==> config.mk <==
export PLATFORM = sky130hd
export DESIGN_NAME = disp_serial_rx
export DESIGN_NICKNAME = d
export VERILOG_FILES = /design/src/rtl/disp_rx_pkg.sv /design/src/rtl/disp_serial_rx_seg7_decode.sv /design/src/rtl/disp_serial_rx.sv
export SDC_FILE = /design/constraint.sdc
export NUM_CORES = 1
export LEC_CHECK = 0
export BUFFER_PORTS_ARGS = -buffer_cell sky130_fd_sc_hd__buf_2
export CORE_MARGIN = 2
export CORE_UTILIZATION = 48
export DETAILED_ROUTE_END_ITERATION = 8
export PLACE_DENSITY = 0.78
export SLEW_MARGIN = 10
export SYNTH_ARGS = -nofsm -noshare
export SYNTH_HDL_FRONTEND = slang
export SYNTH_HIERARCHICAL = 1
export SYNTH_SLANG_ARGS = --single-unit
==> constraint.sdc <==
create_clock -name clk -period 1.89 [get_ports clk]
set_input_delay 0.378 -clock clk [delete_from_list [all_inputs] [get_ports clk]]
set_output_delay 0.378 -clock clk [all_outputs]
set_load 0.005 [all_outputs]
==> src/rtl/disp_rx_pkg.sv <==
`default_nettype none
// +----------------------------------------------------------------------------+
// | disp_rx_pkg                                                                |
// | Shared types and segment table for the serial display link receiver.       |
// | Rev 1.0                                                                    |
// +----------------------------------------------------------------------------+
package disp_rx_pkg;

  typedef enum logic [1:0] {
    ST_IDLE  = 2'd0,
    ST_SHIFT = 2'd1,
    ST_DONE  = 2'd2
  } rx_state_e;

  // Segment bit positions within a digit byte: {dp,g,f,e,d,c,b,a}
  localparam int SEG_A  = 0;
  localparam int SEG_B  = 1;
  localparam int SEG_C  = 2;
  localparam int SEG_D  = 3;
  localparam int SEG_E  = 4;
  localparam int SEG_F  = 5;
  localparam int SEG_G  = 6;
  localparam int SEG_DP = 7;

  // Active-high {g,f,e,d,c,b,a} patterns for hex digits 0..F
  localparam logic [6:0] SEG7_HEX [0:15] = '{
    7'h3F, 7'h06, 7'h5B, 7'h4F, 7'h66, 7'h6D, 7'h7D, 7'h07,
    7'h7F, 7'h6F, 7'h77, 7'h7C, 7'h39, 7'h5E, 7'h79, 7'h71
  };

endpackage
`default_nettype wire

==> src/rtl/disp_serial_rx_seg7_decode.sv <==
`default_nettype none
// +----------------------------------------------------------------------------+
// | seg7_decode                                                                |
// | Maps one 8-bit segment pattern back to a hex nibble; flags unknown shapes. |
// | Rev 1.0                                                                    |
// +----------------------------------------------------------------------------+
module seg7_decode
  import disp_rx_pkg::*;
#(
  parameter bit SEG_ACT_LOW = 1'b1
) (
  input  logic [7:0] seg_in,
  output logic [3:0] nibble,
  output logic       invalid
);

  logic [6:0] segs;
  logic       unused_dp;

  assign unused_dp = seg_in[SEG_DP];

  always_comb begin
    segs    = SEG_ACT_LOW ? ~seg_in[SEG_G:SEG_A] : seg_in[SEG_G:SEG_A];
    nibble  = 4'h0;
    invalid = 1'b1;
    for (int i = 0; i < 16; i++) begin
      if (segs == SEG7_HEX[i]) begin
        nibble  = 4'(i);
        invalid = 1'b0;
      end
    end
  end

endmodule
`default_nettype wire

==> src/rtl/disp_serial_rx.sv <==
`default_nettype none
// +----------------------------------------------------------------------------+
// | disp_serial_rx                                                             |
// | Oversampling receiver for the ser_clk/ser_do/ser_le display link; rebuilds |
// | latched frames. Optional hex decode under DISP_RX_DECODE_EN.               |
// | Rev 1.0                                                                    |
// +----------------------------------------------------------------------------+
module disp_serial_rx
  import disp_rx_pkg::*;
#(
  parameter int FRAME_BITS  = 64,
  parameter bit MSB_FIRST   = 1'b1,
  parameter bit SEG_ACT_LOW = 1'b1,
  parameter int TIMEOUT_CYC = 4096
) (
  input  logic                  clk,
  input  logic                  rstn,
  input  logic                  ser_clk,
  input  logic                  ser_do,
  input  logic                  ser_le,
  output logic [FRAME_BITS-1:0] frame,
  output logic                  frame_vld,
  output logic                  frame_err,
  output logic [7:0]            bit_cnt,
  output logic [31:0]           hex_data,
  output logic                  hex_err
);

  localparam int            TO_W    = $clog2(TIMEOUT_CYC);
  localparam logic [TO_W-1:0] TO_LAST = TO_W'(TIMEOUT_CYC - 1);

  // Synchronizer bit order: {le, do, clk}
  logic [2:0] sync1_d, sync1_q, sync2_d, sync2_q;
  logic [1:0] prev_d, prev_q;
  logic       clk_rise, clk_fall, le_rise, din;

  rx_state_e              state_d, state_q;
  logic [FRAME_BITS-1:0]  shreg_d, shreg_q, shifted;
  logic [FRAME_BITS-1:0]  frame_d, frame_q;
  logic [7:0]             cnt_d, cnt_q;
  logic [TO_W-1:0]        to_cnt_d, to_cnt_q;
  logic                   vld_d, vld_q, err_d, err_q;
  logic                   hex_load;

  assign sync1_d  = {ser_le, ser_do, ser_clk};
  assign sync2_d  = sync1_q;
  assign prev_d   = {sync2_q[2], sync2_q[0]};
  assign clk_rise = sync2_q[0] & ~prev_q[0];
  assign clk_fall = ~sync2_q[0] & prev_q[0];
  assign le_rise  = sync2_q[2] & ~prev_q[1];
  assign din      = sync2_q[1];
  assign shifted  = MSB_FIRST ? {shreg_q[FRAME_BITS-2:0], din}
                              : {din, shreg_q[FRAME_BITS-1:1]};

  always_comb begin
    state_d  = state_q;
    shreg_d  = shreg_q;
    frame_d  = frame_q;
    cnt_d    = cnt_q;
    to_cnt_d = to_cnt_q;
    vld_d    = 1'b0;
    err_d    = 1'b0;
    hex_load = 1'b0;
    unique case (state_q)
      ST_IDLE: begin
        to_cnt_d = '0;
        if (clk_rise) begin
          shreg_d = shifted;
          cnt_d   = 8'd1;
          state_d = le_rise ? ST_DONE : ST_SHIFT;
        end else if (le_rise) begin
          err_d = 1'b1;
        end
      end
      ST_SHIFT: begin
        if (clk_rise) begin
          shreg_d = shifted;
          if (cnt_q != 8'hFF) cnt_d = cnt_q + 8'd1;
        end
        to_cnt_d = (clk_rise | clk_fall) ? '0 : to_cnt_q + 1'b1;
        // The shift above still counts when the latch arrives in the same cycle
        if (le_rise) begin
          state_d = ST_DONE;
        end else if (!clk_rise && !clk_fall && to_cnt_q == TO_LAST) begin
          err_d   = 1'b1;
          cnt_d   = 8'd0;
          state_d = ST_IDLE;
        end
      end
      ST_DONE: begin
        if (cnt_q == 8'(FRAME_BITS)) begin
          frame_d  = shreg_q;
          vld_d    = 1'b1;
          hex_load = 1'b1;
        end else begin
          err_d = 1'b1;
        end
        cnt_d   = 8'd0;
        state_d = ST_IDLE;
      end
      default: state_d = ST_IDLE;
    endcase
  end

  always_ff @(posedge clk or negedge rstn) begin
    if (!rstn) begin
      sync1_q  <= '0;
      sync2_q  <= '0;
      prev_q   <= '0;
      state_q  <= ST_IDLE;
      shreg_q  <= '0;
      frame_q  <= '0;
      cnt_q    <= '0;
      to_cnt_q <= '0;
      vld_q    <= 1'b0;
      err_q    <= 1'b0;
    end else begin
      sync1_q  <= sync1_d;
      sync2_q  <= sync2_d;
      prev_q   <= prev_d;
      state_q  <= state_d;
      shreg_q  <= shreg_d;
      frame_q  <= frame_d;
      cnt_q    <= cnt_d;
      to_cnt_q <= to_cnt_d;
      vld_q    <= vld_d;
      err_q    <= err_d;
    end
  end

  assign frame     = frame_q;
  assign frame_vld = vld_q;
  assign frame_err = err_q;
  assign bit_cnt   = cnt_q;

`ifdef DISP_RX_DECODE_EN
  logic [31:0] dec_nib, hex_d, hex_q;
  logic [7:0]  dec_inv;
  logic        hex_err_d, hex_err_q;

  for (genvar g = 0; g < 8; g++) begin : g_digit
    seg7_decode #(
      .SEG_ACT_LOW (SEG_ACT_LOW)
    ) u_dec (
      .seg_in  (shreg_q[8*g +: 8]),
      .nibble  (dec_nib[4*g +: 4]),
      .invalid (dec_inv[g])
    );
  end

  always_comb begin
    hex_d     = hex_q;
    hex_err_d = hex_err_q;
    if (hex_load) begin
      hex_d     = dec_nib;
      hex_err_d = |dec_inv;
    end
  end

  always_ff @(posedge clk or negedge rstn) begin
    if (!rstn) begin
      hex_q     <= '0;
      hex_err_q <= 1'b0;
    end else begin
      hex_q     <= hex_d;
      hex_err_q <= hex_err_d;
    end
  end

  assign hex_data = hex_q;
  assign hex_err  = hex_err_q;
`else
  logic unused_cfg;
  assign unused_cfg = hex_load ^ SEG_ACT_LOW;
  assign hex_data   = 32'h0;
  assign hex_err    = 1'b0;
`endif

endmodule
`default_nettype wire

==> results by group <==
Status
  – Status: complete, no violations

Global route
  – Largest net degree at the start of global routing: 49
  – GRT Residual Overflow: 0
  – Antenna violations before repair: 0
  – First-pass GRT wire length: 19700 um
  – GRT Util Overall: 17.1%
  – Vias in the first global route: 4077

Critical path
  – Buffers & Inverters on Critical Path: 4
  – CP Depth: 9
  – Req. time, crit path: 2.23 ns
  – Critical setup path kind: reg -> reg
  – Flop2flop setup slack: 0.03 ns
  – Worst path cell trace: inv_2 -> ha_2 -> buf_6 -> nand2_1 -> a211oi_4 -> buf_12 -> buf_4 -> nand2b_1 -> a31oi_1
  – Slowest cell on crit path: dfrtp_1
  – CP Capture Type: register
  – CP top delay family: buffers and inverters
  – Data arrival, critical path: 2.19 ns
  – Max FO, Critical Path: 10
  – Worst setup SP type: register
  – R2r worst-path depth: 9
  – Slowest Stage Delay on Critical Path: 0.41 ns

Finish
  – Register Area: 4000 um2
  – Area delta synth->final: 21.1%
  – Fin area: 8080 um2
  – Nets: 605
  – Post-layout util: 58.9%
  – Antenna Cells: 0
  – Fillers: 1057
  – Area of the multi-input gates: 2450 um2
  – Share of cells above drive strength 1: 47.9%

Clock tree
  – H-tree levels: 4
  – Num Clock Sinks: 160
  – Total CTS buffers: 17
  – CTS Root Cell: clkbuf_16
  – CTS tree: done
  – Clk buf depth: 2
  – Clock-pin slew on the worst setup and hold paths: 0.06 ns
  – Insertion delay to the later sink of the worst-skew pair: 0.42 ns

Timing
  – Max-slew violations: 0
  – Tmin final: 1.86 ns
  – Fin. Hold Viols: 0
  – Peak Freq: 538 MHz
  – Period utilisation layout: 98.3%
  – Final worst setup slack: 0.0319 ns
  – Endpoints failing setup: 0
  – Setup TNS: 0 ns
  – Final Skew: 0.00669 ns

Drt
  – Drt pass-1 iters: 5
  – Post-Route WL: 12700 um
  – DRT antenna net count: 0
  – DRT iter0 DRCs: 254
  – Routed wire per std cell: 16.3 um
  – DR DRC count: 0
  – Vias: 4078
  – Vias/cell: 5.21

Synthesis
  – Synth Warn #: 6
  – EDFF count, synth: 0
  – Most common library cells after synthesis: dfrtp_1 (160), mux2_2 (128), buf_4 (35)
  – Synth unique cells: 39
  – Area share of the largest cell type after synthesis: 60.0%
  – #FFs+latches synth: 160
  – Cells after synthesis: 483
  – Mean post-synth cell area: 13.8 um2
  – Top-count cell post-synth: dfrtp_1
  – Seq/Total Area, Yosys: 60.0%
  – Largest cells by area after synthesis: dfrtp_1 (60%), mux2_2 (22%), buf_4 (3.9%)
  – Mapped Area: 6670 um2
  – Fraction of registers with async set or reset after synthesis: 100%
  – Top_reg_cell synth: dfrtp_1
  – Synth area leader: dfrtp_1

Floorplan
  – Die X: 122 um
  – Die area: 14900 um2
  – Top Ports: 112
  – Initial Util: 48.6%
  – Die Height: 122 um
  – Core area: 13700 um2
  – Core Rows: 43

Worst hold path
  – Hold depth: 1
  – HP Class: in -> reg

Power
  – Overall power: 8.36 mW
  – Peak VDD IR: 553 uV
  – Leakage power: 4.30 nW
  – Power density over the cells: 1030 nW/um2

Run
  – MaxCap Viol Count: 0

Place
  – Placer congestion estimate: 0.813
  – Placed Area: 7300 um2
  – Dpl hpwl: 8060 um
  – Pre-CTS setup slack: 0.0204 ns
  – Port bufs: 78
sequential cells by signal (all words and copies together) (netlist names):
| signal | flops |
|---|---|
| state_q | 2 |
| shreg_q | 64 |
| sync2_q | 3 |
| bit_cnt | 8 |
| sync1_q | 3 |
| to_cnt_q | 12 |
| prev_q | 2 |
| frame_err | 1 |
| frame | 64 |
| frame_vld | 1 |
worst reg2reg max path, delay by kind of cell (launching register included):
kind	cells	cell delay (ns)
buffers and inverters	4	0.52
AND/OR/NAND/NOR	2	0.15
AO/OA/AOI/OAI	2	0.48
flip-flops	1	0.41
adder cells (fa/ha/maj)	1	0.22
where the power goes:
group | switching, mW | total (mW) | leakage [nW] | internal, mW
Clock | 1.30 | 3.12 | 0.272 | 1.82
Combinational | 0.762 | 1.42 | 1.83 | 0.663
Sequential | 0.162 | 3.81 | 2.19 | 3.65
Total | 2.23 | 8.36 | 4.30 | 6.13
stage by stage:
stage / hold slack [ns] / instances
after floorplan: 0.0824 / 515
after global placement: 0.270 / 741
after detailed placement: 0.276 / 741
after CTS: 0.0511 / 774
after global routing: 0.0481 / 783
final: 0.0657 / 783
placed cells by master (no fill, tap or decap), types with 13 or more instances in the layout:
cell type	n
dfrtp_1	160
mux2_2	128
buf_2	77
buf_4	18
nor2_1	13
conb_1	33
nand2_1	20
clkbuf_16	21
o21ai_0	19
repair_timing:
action,CTS,global route
gates cloned,0,6
endpoints found under the hold margin,28,0
pin swaps,0,4
setup endpoints to repair,5,58
resized for setup,1,18
buffers inserted,2,3
hold buffers,1,0
routing by layer:
layer	up-vias	GRT usage, %	wire [um]
li1	1852	-	-
met2	141	27.9	6610
met1	2053	20.9	5190
met3	32	5.20	611
met5	-	0	0
met4	0	7.69	318
layout make-up:
type | count | area share [%]
clock buffer | 19 | 5.48
clock inverter | 11 | 1.13
inverter | 8 | 0.372
multi-input combinational | 293 | 30.3
sequential | 160 | 49.6
tap | 180 | 2.79
timing repair buffer | 112 | 10.3
cells by family after synthesis:
group,Yosys count,synth area share (%)
compound gates,51,4.62
fa+ha+maj,8,1.50
flops,160,60.0
simple gates,70,5.46
buf+inv,62,6.30
other cells,1,0.0562
xor+xnor,2,0.263
mux,129,21.8
worst paths after layout:
kind,from,endpoint
worst min register to register,sync1_q[0],sync2_q[0]
worst max register to register,state_q[1],bit_cnt[3]
worst min-delay path,ser_do,sync1_q[1]
worst max-delay path,state_q[1],bit_cnt[3]
min in group asynchronous,rstn,shreg_q[51]
max in group asynchronous,rstn,frame[2]
(Power assumes the default switching activity.)
